### config.mk
export PLATFORM = sky130hd
export DESIGN_NAME = postfix_sequencer
export DESIGN_NICKNAME = d
export VERILOG_FILES = /design/src/rtl/postfix_sequencer.sv
export SDC_FILE = /design/constraint.sdc
export NUM_CORES = 1
export LEC_CHECK = 0
export BUFFER_PORTS_ARGS = -buffer_cell sky130_fd_sc_hd__buf_4
export CAP_MARGIN = 0
export CORE_MARGIN = 4
export CORE_UTILIZATION = 45
export CTS_BUF_LIST = sky130_fd_sc_hd__clkbuf_2
export DETAILED_ROUTE_END_ITERATION = 8
export PLACE_DENSITY = 0.77
export SETUP_SLACK_MARGIN = 0.15
export SKIP_LAST_GASP = 1
export SLEW_MARGIN = 40
export SYNTH_ARGS = -nofsm -noshare
export SYNTH_HDL_FRONTEND = slang
export SYNTH_SLANG_ARGS = --single-unit
export TNS_END_PERCENT = 5
### constraint.sdc
create_clock -name clk -period 5.1 [get_ports clk]
set_clock_uncertainty 0.15 [all_clocks]
set_input_delay 1.02 -clock clk [delete_from_list [all_inputs] [get_ports clk]]
set_output_delay 1.02 -clock clk [all_outputs]
set_load 0.03 [all_outputs]
### src/rtl/postfix_sequencer.sv
// Postfix expression sequencer: turns a token stream into stack-ALU commands and
// returns one result (or an error) per expression.
module postfix_sequencer #(
    parameter int unsigned N       = 8,
    parameter int unsigned DEPTH   = 512,
    parameter int unsigned ALU_LAT = 2
) (
    input  logic         clk,
    input  logic         rst,
    input  logic         tok_valid,
    output logic         tok_ready,
    input  logic [1:0]   tok_kind,
    input  logic [N-1:0] tok_data,
    output logic [2:0]   alu_opcode,
    output logic [N-1:0] alu_in,
    input  logic [N-1:0] alu_out,
    input  logic         alu_overflow,
    output logic         res_valid,
    input  logic         res_ready,
    output logic [N-1:0] res_data,
    output logic         res_ovf,
    output logic         res_err,
    output logic         busy
);

    localparam int unsigned DW = $clog2(DEPTH + 1);
    localparam int unsigned CW = (ALU_LAT > 1) ? $clog2(ALU_LAT) : 1;

    localparam logic [2:0] OPC_NOP  = 3'b000;
    localparam logic [2:0] OPC_ADD  = 3'b100;
    localparam logic [2:0] OPC_MUL  = 3'b101;
    localparam logic [2:0] OPC_PUSH = 3'b110;
    localparam logic [2:0] OPC_POP  = 3'b111;

    localparam logic [1:0] K_OPND = 2'b00;
    localparam logic [1:0] K_ADD  = 2'b01;
    localparam logic [1:0] K_MUL  = 2'b10;
    localparam logic [1:0] K_END  = 2'b11;

    typedef enum logic [3:0] {
        S_ACCEPT, S_PUSH, S_OP, S_WAIT, S_POP1, S_POP2,
        S_PUSHR, S_FPOP, S_FWAIT, S_FLUSH, S_DONE
    } state_t;

    state_t        state_q, state_d;
    logic [DW-1:0] depth_q, depth_d;
    logic [CW-1:0] cnt_q, cnt_d;
    logic [N-1:0]  temp_q, temp_d;
    logic          sticky_q, sticky_d;
    logic          err;

    logic [2:0]    opcode_d;
    logic [N-1:0]  alu_in_d;
    logic [N-1:0]  res_data_d;
    logic          res_ovf_d;
    logic          res_err_d;
    logic          tok_ready_d;
    logic          busy_d;
    logic          res_valid_d;

    // Next state and next value of every registered output.
    always_comb begin
        state_d    = state_q;
        depth_d    = depth_q;
        cnt_d      = cnt_q;
        temp_d     = temp_q;
        sticky_d   = sticky_q;
        opcode_d   = OPC_NOP;
        alu_in_d   = alu_in;
        res_data_d = res_data;
        res_ovf_d  = res_ovf;
        res_err_d  = res_err;
        err        = 1'b0;

        unique case (state_q)
            S_ACCEPT: begin
                if (tok_valid) begin
                    unique case (tok_kind)
                        K_OPND: begin
                            if (depth_q != DW'(DEPTH)) begin
                                state_d  = S_PUSH;
                                opcode_d = OPC_PUSH;
                                alu_in_d = tok_data;
                                depth_d  = depth_q + DW'(1);
                            end else begin
                                err = 1'b1;
                            end
                        end
                        K_ADD, K_MUL: begin
                            if (depth_q >= DW'(2)) begin
                                state_d  = S_OP;
                                opcode_d = (tok_kind == K_ADD) ? OPC_ADD : OPC_MUL;
                            end else begin
                                err = 1'b1;
                            end
                        end
                        K_END: begin
                            if (depth_q == DW'(1)) begin
                                state_d  = S_FPOP;
                                opcode_d = OPC_POP;
                                depth_d  = '0;
                            end else begin
                                err = 1'b1;
                            end
                        end
                        default: err = 1'b1;
                    endcase
                end
            end
            S_PUSH:  state_d = S_ACCEPT;
            S_OP: begin
                state_d = S_WAIT;
                cnt_d   = '0;
            end
            // Result and overflow are sampled on the last latency cycle only.
            S_WAIT: begin
                if (cnt_q == CW'(ALU_LAT - 1)) begin
                    temp_d   = alu_out;
                    sticky_d = sticky_q | alu_overflow;
                    state_d  = S_POP1;
                    opcode_d = OPC_POP;
                end else begin
                    cnt_d = cnt_q + CW'(1);
                end
            end
            S_POP1: begin
                state_d  = S_POP2;
                opcode_d = OPC_POP;
            end
            S_POP2: begin
                state_d  = S_PUSHR;
                opcode_d = OPC_PUSH;
                alu_in_d = temp_q;
                depth_d  = depth_q - DW'(1);
            end
            S_PUSHR: state_d = S_ACCEPT;
            S_FPOP: begin
                state_d = S_FWAIT;
                cnt_d   = '0;
            end
            S_FWAIT: begin
                if (cnt_q == CW'(ALU_LAT - 1)) begin
                    res_data_d = alu_out;
                    res_ovf_d  = sticky_q;
                    res_err_d  = 1'b0;
                    state_d    = S_DONE;
                end else begin
                    cnt_d = cnt_q + CW'(1);
                end
            end
            S_FLUSH: begin
                if (depth_q != '0) begin
                    opcode_d = OPC_POP;
                    depth_d  = depth_q - DW'(1);
                end else begin
                    state_d = S_DONE;
                end
            end
            S_DONE: begin
                if (res_ready) begin
                    state_d   = S_ACCEPT;
                    sticky_d  = 1'b0;
                    res_ovf_d = 1'b0;
                    res_err_d = 1'b0;
                end
            end
            default: state_d = S_ACCEPT;
        endcase

        // Malformed token: drain whatever the ALU still holds, then report.
        if (err) begin
            res_data_d = '0;
            res_err_d  = 1'b1;
            res_ovf_d  = sticky_q;
            if (depth_q != '0) begin
                state_d  = S_FLUSH;
                opcode_d = OPC_POP;
                depth_d  = depth_q - DW'(1);
            end else begin
                state_d = S_DONE;
            end
        end

        tok_ready_d = (state_d == S_ACCEPT);
        busy_d      = (state_d != S_ACCEPT);
        res_valid_d = (state_d == S_DONE);
    end

    always_ff @(posedge clk) begin
        if (rst) begin
            state_q    <= S_ACCEPT;
            depth_q    <= '0;
            cnt_q      <= '0;
            temp_q     <= '0;
            sticky_q   <= 1'b0;
            alu_opcode <= OPC_NOP;
            alu_in     <= '0;
            res_valid  <= 1'b0;
            res_data   <= '0;
            res_ovf    <= 1'b0;
            res_err    <= 1'b0;
            tok_ready  <= 1'b1;
            busy       <= 1'b0;
        end else begin
            state_q    <= state_d;
            depth_q    <= depth_d;
            cnt_q      <= cnt_d;
            temp_q     <= temp_d;
            sticky_q   <= sticky_d;
            alu_opcode <= opcode_d;
            alu_in     <= alu_in_d;
            res_valid  <= res_valid_d;
            res_data   <= res_data_d;
            res_ovf    <= res_ovf_d;
            res_err    <= res_err_d;
            tok_ready  <= tok_ready_d;
            busy       <= busy_d;
        end
    end

endmodule
==> results.md <==
* Net count after synthesis at 383
* Maximum fanout along the worst path at 9
* Final Wtd Congestion at 0.9728
* Die Area at 7808 sq um
* CP cell instances: inv_1, ha_1, nor4b_2, nand3_1, a221o_1, o21ai_2, a22oi_1, a211oi_1
* Max-slew headroom at 50.27%
* Area Overhead vs Synth at 14.89%
* Post-synthesis sequential area ratio at 33.06%
* Final Cycle Share at 60.99%
* Nets@finish at 414
* Post-synthesis simple-gate area fraction at 26.17%
* FF+latch area at 960.9 sq um
* TritonRoute pass-1 iters at 5
* GR Overflow Total at 0
* Site row count at 29
* Vias/cell at 6.106
* Yosys reg bits at 48
* Final worst setup slack at 1.989 ns
* Unrepaired setup endpoints after global routing: no
* DRT antenna net count at 0
* Synth area leaders: dfxtp_1 (33%), mux2i_1 (5.5%), nor2_1 (4.9%)
* Port bufs at 46
* Actual slew at the worst max-slew pin at 0.7450 ns
* Post-synth ARST share at 0%
* Peak VDD IR at 0.3368 mV
* Routed vias at 2,821
* Root buffer cell: clkbuf_2
* Total Routing Usage GR at 19.29%
* Initial antenna violation count at 0
* Worst setup startpoint: depth_q[1]
* Post-synth top area share at 33.06%
* CP bufs+invs at 1
* CTS tree: yes
* CP Class: reg -> reg
* # clock sinks at 48
* Count of warnings emitted by yosys at 0
* Residual DRC count at 0
* Initial Util at 46.04%
* Clock-pin slew on the worst setup and hold paths at 0.28 ns
* Final Instance Area at 3339 sq um
* Ports at 47
* Maximum clock frequency at 0.3215 GHz
* Cell count after synthesis at 353
* Main synth FF type: dfxtp_1
* Reg2reg start: depth_q[1]
* Proportion of layout cells with a drive suffix above 1 at 19.74%
* Final WL at 7390 um
* Adder-cell share of the synthesized area at 3.013%
* Worst hold path startpoint: sticky_q
* Post-layout util at 52.89%
* Fin crit period at 3.111 ns
* Filler instances at 605
* Placed Area at 3264 sq um
* XOR/XNOR Fraction of Synth Area at 1.205%
* CTS H-tree lvls at 2
* Cell taking the most area after synthesis: dfxtp_1
* Synth Area in Compound Gates at 25.31%
* Dpl hpwl at 5344 um
* Number of global-route vias before repair at 2,564
* Hold_ws at 0.3420 ns
* Area of the multi-input gates at 1817 sq um
* Multiplexer area fraction after synthesis at 6.285%
* Slowest CP cell: a221o_1
* ANT cells at 0
* Largest net degree at the start of global routing at 37
* Yosys cell types at 62
* Setup TNS Final at 0 ns
* Fin. max-slew vios at 0
* CP delay by family, top: compound AO/OA/AOI/OAI gates
* Clock buffer depth at 2
* Worst slack at placement at 1.643 ns
* Max Cap Viol at 0
* CTS Buf Count at 5
* Power per cell area at 584.7 nW/um^2
* Worst min path class: reg -> reg
* Critical path launch point type: flop
* Mean Syn Cell Area at 8.234 sq um
* Die height at 88.37 um
* Final setup violation count at 0
* CP endpoint kind: flop
* Largest family of logic cells by synthesized area: simple AND/OR/NAND/NOR gates
* Status: finished, final reports clean
* First-pass GRT wire length at 12,300 um
* Crit-path max cell delay at 0.55 ns
* Worst-skew pair later-pin latency at 0.43 ns
* Critical Path AT at 3.34 ns
* Initial DRC count at 289
* Avg WL per Cell at 16.00 um
* Chip Width at 88.37 um
* Leak Pwr at 0.001324 uW
* Post_cts resized at 0
* EDFF count, synth at 0
* Setup Fix Bufs, Post-CTS at 0
* Core Area at 6314 sq um
* Crit path required time at 5.33 ns
* Hold buffers post-CTS at 0
* Final Hold Vio Count at 0
* Synthesized area at 2907 sq um
==> sequential cells by signal, indices dropped and copies added, names as in the netlist <==
signal and cells:
res_valid 1, res_ovf 1, tok_ready 1, temp_q 8, depth_q 10, state_q 4
res_data 8, alu_opcode 3, sticky_q 1, cnt_q 1, res_err 1, alu_in 8
busy 1
==> report_power, final <==
part           total (uW)  internal (uW)  switching (uW)
clock                 226           88.7             137
sequential            616            458             158
combinational        1110            448             662
==> cells in the mapped netlist, types with 5 or more instances <==
| cell type | instances |
|---|---|
| nand4_1 | 6 |
| a211oi_1 | 11 |
| nand3_1 | 10 |
| ha_1 | 7 |
| mux2i_1 | 16 |
| o21ai_0 | 22 |
| nor3_1 | 8 |
| o211ai_1 | 5 |
| clkbuf_1 | 15 |
| nand2b_1 | 6 |
| dfxtp_1 | 48 |
| a21oi_1 | 28 |
| nor2_1 | 38 |
| nor2b_1 | 8 |
| inv_1 | 10 |
| nand2_1 | 31 |
==> per-layer routing <==
layer | vias to the layer above | share of wire, % | track usage [%] | wire length (um)
met5 | - | 0 | 0 | 0
met4 | 0 | 0.77 | 4.121 | 57
met3 | 11 | 9.3 | 5.214 | 686
met2 | 135 | 46 | 31.20 | 3423
met1 | 1304 | 44 | 25.89 | 3223
li1 | 1371 | - | - | -
==> cell usage in the layout, fill, tap and decap left out, types with 4 or more instances in the layout <==
| cell | instances |
|---|---|
| ha_1 | 7 |
| a211oi_1 | 11 |
| buf_4 | 47 |
| nor2_1 | 38 |
| nor3_1 | 7 |
| a221oi_1 | 4 |
| nand2b_1 | 6 |
| a21oi_1 | 27 |
| a22oi_1 | 4 |
| clkbuf_2 | 5 |
| inv_1 | 10 |
| and2_1 | 4 |
| o22ai_1 | 4 |
| nand2_1 | 31 |
| o21ai_0 | 22 |
| nand4_1 | 6 |
| mux2i_1 | 16 |
| dfxtp_1 | 48 |
| nor2b_1 | 8 |
| nand3_1 | 10 |
| o211ai_1 | 5 |
==> per-stage QoR <==
stage / instances / total power, uW
finish: 462 / 1953
global route: 462 / 2088
CTS: 462 / 1940
detailed placement: 454 / 1708
global placement: 454 / 1685
floorplan: 353 / 1459
==> cell type report <==
| cell class | instances | area share, % |
|---|---|---|
| multi-input combinational | 272 | 54.40 |
| sequential | 48 | 28.77 |
| timing repair buffer | 47 | 10.57 |
| tap | 77 | 2.885 |
| clock inverter | 3 | 1.499 |
| inverter | 10 | 1.124 |
| clock buffer | 5 | 0.7493 |
==> worst paths after layout <==
path / cells past startpoint / end / slack [ns]
hold reg to reg: 2 / res_ovf / 0.34
hold / removal: 2 / res_ovf / 0.34
setup / recovery: 8 / depth_q[3] / 1.99
setup reg to reg: 8 / depth_q[3] / 1.99
==> cells by family after synthesis <==
| kind of cell | count (synthesis) |
|---|---|
| xor+xnor | 4 |
| flops | 48 |
| fa+ha+maj | 7 |
| mux | 18 |
| simple gates | 136 |
| buf+inv | 33 |
| compound gates | 107 |
==> tightest hold or removal path, delay by kind of cell (launching register included) <==
kind / cells / cell delay [ns]
flip-flops: 1 / 0.37
AO/OA/AOI/OAI: 1 / 0.06
AND/OR/NAND/NOR: 1 / 0.06
No activity file was read; power rests on OpenSTA's default activity.
